[config.mk]
export PLATFORM = sky130hd
export DESIGN_NAME = wb_burst_biu
export DESIGN_NICKNAME = d
export VERILOG_FILES = /design/src/rtl/wb_burst_biu.sv
export SDC_FILE = /design/constraint.sdc
export NUM_CORES = 1
export LEC_CHECK = 0
export ABC_AREA = 1
export ABC_CLOCK_PERIOD_IN_PS = 7800
export BUFFER_PORTS_ARGS = -buffer_cell sky130_fd_sc_hd__buf_2
export CORE_UTILIZATION = 35
export CTS_CLUSTER_DIAMETER = 150
export CTS_CLUSTER_SIZE = 8
export DETAILED_ROUTE_END_ITERATION = 12
export PLACE_DENSITY = 0.65
export SLEW_MARGIN = 5
export SYNTH_ARGS = -nofsm -noshare
export SYNTH_HDL_FRONTEND = slang
export SYNTH_SLANG_ARGS = --single-unit
[constraint.sdc]
create_clock -name clk -period 7.8 [get_ports clk]
set_input_delay 2.34 -clock clk [delete_from_list [all_inputs] [get_ports clk]]
set_output_delay 2.34 -clock clk [all_outputs]
set_load 0.1 [all_outputs]
[src/rtl/wb_burst_biu.sv]
// wb_burst_biu: Wishbone B3 bus interface unit for the data cache.
// Turns a cache line request into an 8-beat incrementing burst (read or write)
// and a peripheral/uncached request into a single classic cycle.
// Build option: define WB_BURST_BIU_RTY_EN to reissue a beat after wb_rty_i;
// without it, wb_rty_i aborts the transaction like wb_err_i.
// Bus handshake: a beat is offered while wb_cyc_o & wb_stb_o are high and
// completes on the rising edge where the slave asserts wb_ack_i (or
// terminates with wb_err_i / wb_rty_i); request side is accepted in IDLE on
// biu_cyc_i & biu_stb_i & ~freeze and answered by a bus_rdy pulse.
module wb_burst_biu #(
    parameter int BEATS = 8
) (
    input  logic                  clk,
    input  logic                  rst,
    input  logic                  freeze,
    input  logic                  biu_cyc_i,
    input  logic                  biu_stb_i,
    input  logic                  biu_we_i,
    input  logic                  biu_cab_i,
    input  logic                  prp_acs,
    input  logic [31:0]           biu_adr_i,
    input  logic [3:0]            biu_sel_i,
    input  logic [32*BEATS-1:0]   bus_wdata_i,
    output logic [31:0]           biu_dat_o,
    output logic [32*BEATS-1:0]   bus_rdata_o,
    output logic                  bus_rdy,
    output logic                  biu_err_o,
    input  logic                  wb_ack_i,
    input  logic                  wb_err_i,
    input  logic                  wb_rty_i,
    input  logic [31:0]           wb_dat_i,
    output logic                  wb_cyc_o,
    output logic                  wb_stb_o,
    output logic                  wb_we_o,
    output logic [31:0]           wb_adr_o,
    output logic [3:0]            wb_sel_o,
    output logic [31:0]           wb_dat_o,
    output logic [2:0]            wb_cti_o,
    output logic [1:0]            wb_bte_o
);

`ifdef WB_BURST_BIU_RTY_EN
    localparam logic RTY_EN = 1'b1;
`else
    localparam logic RTY_EN = 1'b0;
`endif

    typedef enum logic [1:0] {IDLE = 2'd0, BUS = 2'd1, DONE = 2'd2} state_t;

    state_t               state_q, state_d;
    logic [2:0]           cnt_q, cnt_d;
    logic                 burst_q, burst_d;
    logic [32*BEATS-1:0]  line_q, line_d;
    logic [32*BEATS-1:0]  rdata_q, rdata_d;
    logic [31:0]          bdat_q, bdat_d;
    logic                 rdy_q, rdy_d;
    logic                 err_q, err_d;
    logic                 cyc_q, cyc_d;
    logic                 stb_q, stb_d;
    logic                 we_q, we_d;
    logic [31:0]          adr_q, adr_d;
    logic [3:0]           sel_q, sel_d;
    logic [31:0]          dat_q, dat_d;
    logic [2:0]           cti_q, cti_d;
    logic [1:0]           bte_q, bte_d;
    logic [2:0]           cnt_nx;

    // Next-state and registered-output computation for the IDLE/BUS/DONE machine.
    always_comb begin
        state_d = state_q;
        cnt_d   = cnt_q;
        burst_d = burst_q;
        line_d  = line_q;
        rdata_d = rdata_q;
        bdat_d  = bdat_q;
        rdy_d   = rdy_q;
        err_d   = err_q;
        cyc_d   = cyc_q;
        stb_d   = stb_q;
        we_d    = we_q;
        adr_d   = adr_q;
        sel_d   = sel_q;
        dat_d   = dat_q;
        cti_d   = cti_q;
        bte_d   = bte_q;
        cnt_nx  = cnt_q + 3'd1;

        case (state_q)
            IDLE: begin
                if (biu_cyc_i && biu_stb_i && !freeze) begin
                    state_d = BUS;
                    cyc_d   = 1'b1;
                    stb_d   = 1'b1;
                    we_d    = biu_we_i;
                    cnt_d   = 3'd0;
                    burst_d = biu_cab_i && !prp_acs;
                    line_d  = bus_wdata_i;
                    dat_d   = bus_wdata_i[31:0];
                    bte_d   = 2'b00;
                    if (biu_cab_i && !prp_acs) begin
                        adr_d = {biu_adr_i[31:5], 5'b0};
                        sel_d = 4'hF;
                        cti_d = 3'b010;
                    end else begin
                        adr_d = biu_adr_i;
                        sel_d = biu_sel_i;
                        cti_d = 3'b000;
                    end
                end
            end
            BUS: begin
                if (!stb_q) begin
                    // Retry gap is over: reoffer the same beat.
                    stb_d = 1'b1;
                end else if (wb_err_i || (wb_rty_i && !RTY_EN)) begin
                    cyc_d   = 1'b0;
                    stb_d   = 1'b0;
                    cti_d   = 3'b000;
                    state_d = DONE;
                    rdy_d   = 1'b1;
                    err_d   = 1'b1;
                end else if (wb_ack_i) begin
                    if (!we_q) begin
                        rdata_d[{cnt_q, 5'b0} +: 32] = wb_dat_i;
                        bdat_d = wb_dat_i;
                    end
                    cnt_d = cnt_nx;
                    if (burst_q) begin
                        // Address wraps inside the line by construction of cnt.
                        adr_d = {adr_q[31:5], cnt_nx, 2'b00};
                        dat_d = line_q[{cnt_nx, 5'b0} +: 32];
                    end
                    if (!burst_q || cnt_q == 3'd7) begin
                        cyc_d   = 1'b0;
                        stb_d   = 1'b0;
                        cti_d   = 3'b000;
                        state_d = DONE;
                        rdy_d   = 1'b1;
                        err_d   = 1'b0;
                    end else if (cnt_nx == 3'd7) begin
                        cti_d = 3'b111;
                    end
                end else if (wb_rty_i) begin
                    // Only reachable with retry enabled: drop stb for one cycle.
                    stb_d = 1'b0;
                end
            end
            DONE: begin
                if (!freeze) begin
                    state_d = IDLE;
                    rdy_d   = 1'b0;
                    err_d   = 1'b0;
                end
            end
            default: begin
                state_d = IDLE;
                cyc_d   = 1'b0;
                stb_d   = 1'b0;
                rdy_d   = 1'b0;
                err_d   = 1'b0;
            end
        endcase
    end

    // State and output registers with synchronous reset.
    always_ff @(posedge clk) begin
        if (rst) begin
            state_q <= IDLE;
            cnt_q   <= 3'd0;
            burst_q <= 1'b0;
            line_q  <= '0;
            rdata_q <= '0;
            bdat_q  <= 32'd0;
            rdy_q   <= 1'b0;
            err_q   <= 1'b0;
            cyc_q   <= 1'b0;
            stb_q   <= 1'b0;
            we_q    <= 1'b0;
            adr_q   <= 32'd0;
            sel_q   <= 4'd0;
            dat_q   <= 32'd0;
            cti_q   <= 3'd0;
            bte_q   <= 2'd0;
        end else begin
            state_q <= state_d;
            cnt_q   <= cnt_d;
            burst_q <= burst_d;
            line_q  <= line_d;
            rdata_q <= rdata_d;
            bdat_q  <= bdat_d;
            rdy_q   <= rdy_d;
            err_q   <= err_d;
            cyc_q   <= cyc_d;
            stb_q   <= stb_d;
            we_q    <= we_d;
            adr_q   <= adr_d;
            sel_q   <= sel_d;
            dat_q   <= dat_d;
            cti_q   <= cti_d;
            bte_q   <= bte_d;
        end
    end

    assign biu_dat_o   = bdat_q;
    assign bus_rdata_o = rdata_q;
    assign bus_rdy     = rdy_q;
    assign biu_err_o   = err_q;
    assign wb_cyc_o    = cyc_q;
    assign wb_stb_o    = stb_q;
    assign wb_we_o     = we_q;
    assign wb_adr_o    = adr_q;
    assign wb_sel_o    = sel_q;
    assign wb_dat_o    = dat_q;
    assign wb_cti_o    = cti_q;
    assign wb_bte_o    = bte_q;

endmodule

### Word level (Yosys, flattened, before mapping)

Index checks and enable logic that the tools add are counted.

* register bits after elaboration: 626
* output and inout port bits: 366
* logic and storage cells: 115
* bits of input ports: 335

* equal/unequal tests: 13
* reduce and logical (&&, ||, !) cells: 20
* add/subtract/negate cells: 2
* shift operators: 3
* bitwise operators: 5
* muxes and demuxes: 56

Operators by type and width (count)
* 256-bit bitwise mux: 1
* 32-bit by 10-bit variable shift with 256-bit output (first input constant): 1
* 256-bit by 9-bit variable part select with 32-bit output: 1
* 32-bit by 10-bit variable part select with 256-bit output: 1
* 32-bit 2-to-1 mux: 6
* 32-bit one-hot mux with 2 select lines: 2
* 3-bit 2-to-1 mux: 10
* 5-bit AND reduction: 6
* 5-bit 2-to-1 mux: 5
* 1-bit 2-to-1 mux: 17
* 2-bit 2-to-1 mux: 7
* 2-bit != test (second input constant): 6
* 1-bit one-hot mux with 3 select lines: 4
* 3-bit one-hot mux with 2 select lines: 2
* 8-bit negation with 10-bit output: 1
* 3-bit == test (second input constant): 2
* 3-bit != test (second input constant): 2
* 2-bit one-hot mux with 3 select lines: 1
* 6-bit AND reduction: 1
* 1-bit NOT: 5
* 4-bit 2-to-1 mux: 1
* 4-bit != test (second input constant): 1
* 2-bit AND reduction: 2
* 3-bit by 1-bit adder with 3-bit output (second input constant): 1
* 8 further kinds: 13

### Logic depth before layout (Yosys ltp)

* depth in word-level cells: 8
* mapped depth: 14
* mapped depth without buffers: 11

### Worst setup path after synthesis

Ideal clock, no wire load.

* kind: reg-to-output
* start point: reg wb_cti_o[0] (netlist name)
* end point: out wb_cti_o[2]
* arrival time: 1.373 ns
* required time: 5.460 ns
* stages on the path, launching flop included: 2
* path buffers: 1
* setup slack: 4.087 ns
* cells stage by stage: dfxtp_1 buf_4

RTL lines
* to (decl): line 38 `output logic [2:0] wb_cti_o,`

### Final worst setup path

* start point: reg cnt_q[0]
* end point: reg rdata_q[53] (netlist: bus_rdata_o[53])

* longest elaborated chain between the ends: 3

Ends and longest elaborated chain
* from (decl): line 51 `logic [2:0] cnt_q, cnt_d;`
* from (signal assigned): line 186 `cnt_q <= cnt_d;`
* 8-bit negation with 10-bit output *: line 124 `rdata_d[{cnt_q, 5'b0} +: 32] = wb_dat_i;`
* 32-bit by 10-bit variable part select with 256-bit output or 32-bit by 10-bit variable shift with 256-bit output (tied branches): line 124
* 256-bit bitwise mux *: line 124
* to (signal assigned): line 189 `rdata_q <= rdata_d;`
* to (decl): line 54 `logic [32*BEATS-1:0] rdata_q, rdata_d;`

Every way passes the cells marked *; elsewhere a longest branch is shown, timed or not.
A chain may end at the register's enable or synchronous reset.

==> results by group <==
Final layout
  • Fillers: approximately 7600
  • Post-route cell area: about 0.032 mm²
  • Register area: ~0.013 mm²
  • Post-layout util: 0.4402
  • Layout area overhead: 23.71%
  • Layout cells sized above 1: 0.1994
  • Nets@finish: 4620
  • Multi-input combinational cell area: ~0.012 mm²
  • Finished Layout Cells: approximately 5300

Status
  • Status: complete, no violations

Critical path
  • Crit end category: flip-flop
  • Crit Path Max Fanout: 71
  • WP data required: around 8.3 ns
  • Worst EP arrival: approximately 5.8 ns
  • Critical Path Source Type: flip-flop
  • Crit Path Class: reg2reg

Timing
  • Post-route setup slack: 2.485 ns
  • F_max: 188.1 MHz
  • Pins over their slew limit: 0
  • Worst hold slack: between 0.4 and 0.5 ns
  • Final setup viols: 0
  • Final hold vios: 0
  • Slew Limit Headroom: 0.1809
  • Least-Margin Pin Slew: around 1.2 ns
  • Post-Route Setup TNS: 0 ns
  • Fin crit period: approximately 5.3 ns
  • Setup Skew: roughly 0.031 ns
  • Unrepaired setup endpoints after global routing: no
  • Period utilisation layout: 0.6815

Synth
  • Unique masters post-synth: 22
  • Most common library cells after synthesis: nand2_1, dfxtp_1, nor2_1
  • Post-synth EDFFs: 0
  • Seq/Total Area, Yosys: 0.4787
  • Synth top area cells: dfxtp_1, nand2_1, nand3_1, a21oi_1, nor2_1
  • Cell Area, Synth: between 0.02 and 0.03 mm²
  • Synth Instances: roughly 3800
  • Asr flop ratio synth: 0
  • Post-synth top flop: dfxtp_1
  • Share of the synthesized area in the top cell type: 0.4787
  • Synth Warn #: 0
  • Largest area contributor in the netlist: dfxtp_1
  • Most common cell in the netlist: nand2_1
  • Yosys reg bits: between 600 and 700
  • Syn avg cell area: between 6 and 7 µm²

Power and ir drop
  • Peak VDD IR: ~0.19 mV
  • Combinational Power Share: 0.172
  • Total Power: a little over 8 mW
  • Static leakage: around 14 nW
  • Net switching power: approximately 2.6 mW
  • Total internal power: around 5.6 mW
  • Clock Power Share: 0.419
  • Cell Pwr Density: ~260 mW/mm²
  • Sequential power share: 0.409
  • Sw Share: 0.3172

Routing
  • Drt wl/cell: around 20 µm
  • WL final: around 100000 µm
  • Drt drc: 0
  • Drt initial violations: between 3000 and 4000
  • Antenna-violating nets left: 0
  • First-pass DRT Iterations: 6
  • Vias per std cell: approximately 5.1
  • Vias after detailed routing: ~27000

Floorplanning
  • Ports: 701
  • Row cnt: approximately 100
  • Area of the core: roughly 0.073 mm²
  • Die H: ~280 µm
  • Starting Density: 0.3559
  • Full die area: 0.07578 mm²
  • Die X: ~280 µm

Clock tree
  • Htree depth: 3
  • CTS Hold Bufs: 0
  • Clk_lat worst skew: about 0.64 ns
  • # resized after CTS: 0
  • Clk sink count: 625
  • # Post-CTS Setup Buffers: 0
  • Clk Tree Root Cell: clkbuf_16
  • Total CTS buffers: between 80 and 90
  • Clk buf depth: 3
  • Clk slew on worst S/H paths: 0.06 ns
  • CTS tree: done

Placement
  • Placed instance area: between 0.02 and 0.03 mm²
  • Pre-CTS WS: ~2.6 ns
  • Port bufs: around 700
  • Placer's final routability congestion estimate: a little over 0.9
  • Placed instance count: 5149
  • HPWL Detailed: between 70000 and 80000 µm

Global routing
  • Initial antenna violation count: 17
  • Congestion Overflow GR: 0
  • Vias in the first global route: approximately 25000
  • First-pass GRT wire length: 151200 µm
  • Largest net degree at the start of global routing: 175
  • All-Layer GR Usage: 0.2605

Run
  • Max-Cap Viols: 0

Worst hold path
  • Worst min path class: reg2reg
==> cell usage in the layout, fill, tap and decap left out, types with 3 or more instances in the layout <==
| cell type | n |
|---|---|
| nand2_1 | 819 |
| nor2_2 | 7 |
| nor2_4 | 5 |
| clkinv_16 | 4 |
| nor2_1 | 472 |
| dfxtp_1 | 624 |
| a21oi_1 | 427 |
| clkbuf_16 | 89 |
| o21ai_0 | 294 |
| buf_2 | 697 |
| inv_1 | 222 |
| o22ai_1 | 3 |
| nand3_1 | 460 |
| ha_1 | 3 |
| inv_2 | 3 |
| diode_2 | 15 |
| nor3_1 | 102 |
| buf_4 | 33 |
==> power groups by stage <==
stage | Combinational (mW) | Sequential, mW | Clock [mW]
global route | 1.54 | 3.38 | 3.64
floorplan | 0.689 | 3.69 | 0
detailed placement | 1.41 | 3.43 | 0
finish | 1.42 | 3.37 | 3.46
CTS | 1.42 | 3.37 | 3.51
global placement | 1.41 | 3.43 | 0
==> cell type report <==
| class | instances | area share |
|---|---|---|
| diodes | 15 | 0.001161 |
| clock buffers | 91 | 0.06910 |
| clock inverters | 7 | 0.004527 |
| inverters | 229 | 0.02720 |
| multi-input cells | 2603 | 0.3566 |
| flip-flops and latches | 625 | 0.3870 |
| well taps | 959 | 0.03711 |
| repair buffers | 733 | 0.1172 |
==> cell families after synthesis <==
group,after synthesis,share of synthesized area
simple gates,1871,0.2968
compound gates,725,0.1392
flops,625,0.4787
buf+inv,538,0.08286
fa+ha+maj,5,0.002393
other cells,1,0.0001435
==> flip-flops by register name (all words and copies together), names as in the netlist, 2 cells and up <==
name	cells
state_q	2
wb_dat_o	32
biu_dat_o	32
line_q	256
wb_sel_o	4
bus_rdata_o	256
wb_adr_o	32
wb_cti_o	2
cnt_q	3
==> critical path, stage by stage, from the launching register on <==
cell	delay, ns
dfxtp_4	0.63
inv_4	0.37
ha_4	0.30
ha_2	0.30
buf_4	0.56
inv_2	0.52
nor2_2	1.08
nand2_1	0.95
nand2_1	0.27
a21oi_1	0.09
==> path summary, 6_finish.rpt <==
path               startpoint               to  slack, ns  depth (start not counted)
setup / recovery     cnt_q[0]  bus_rdata_o[53]       2.48                          9
hold / removal    line_q[209]      line_q[209]       0.45                          2
setup reg to reg     cnt_q[0]  bus_rdata_o[53]       2.48                          9
hold reg to reg   line_q[209]      line_q[209]       0.45                          2
==> routing by layer <==
layer  vias to the layer above  track usage  routed length, µm
met2                      1202       0.3783              44820
met4                         4       0.1307               5064
met3                       266      0.04567               7935
met1                     12400       0.3690              46020
li1                      13200            -                  -
met5                         -            0                 23
Note: power is estimated with default switching activity, not from simulation.
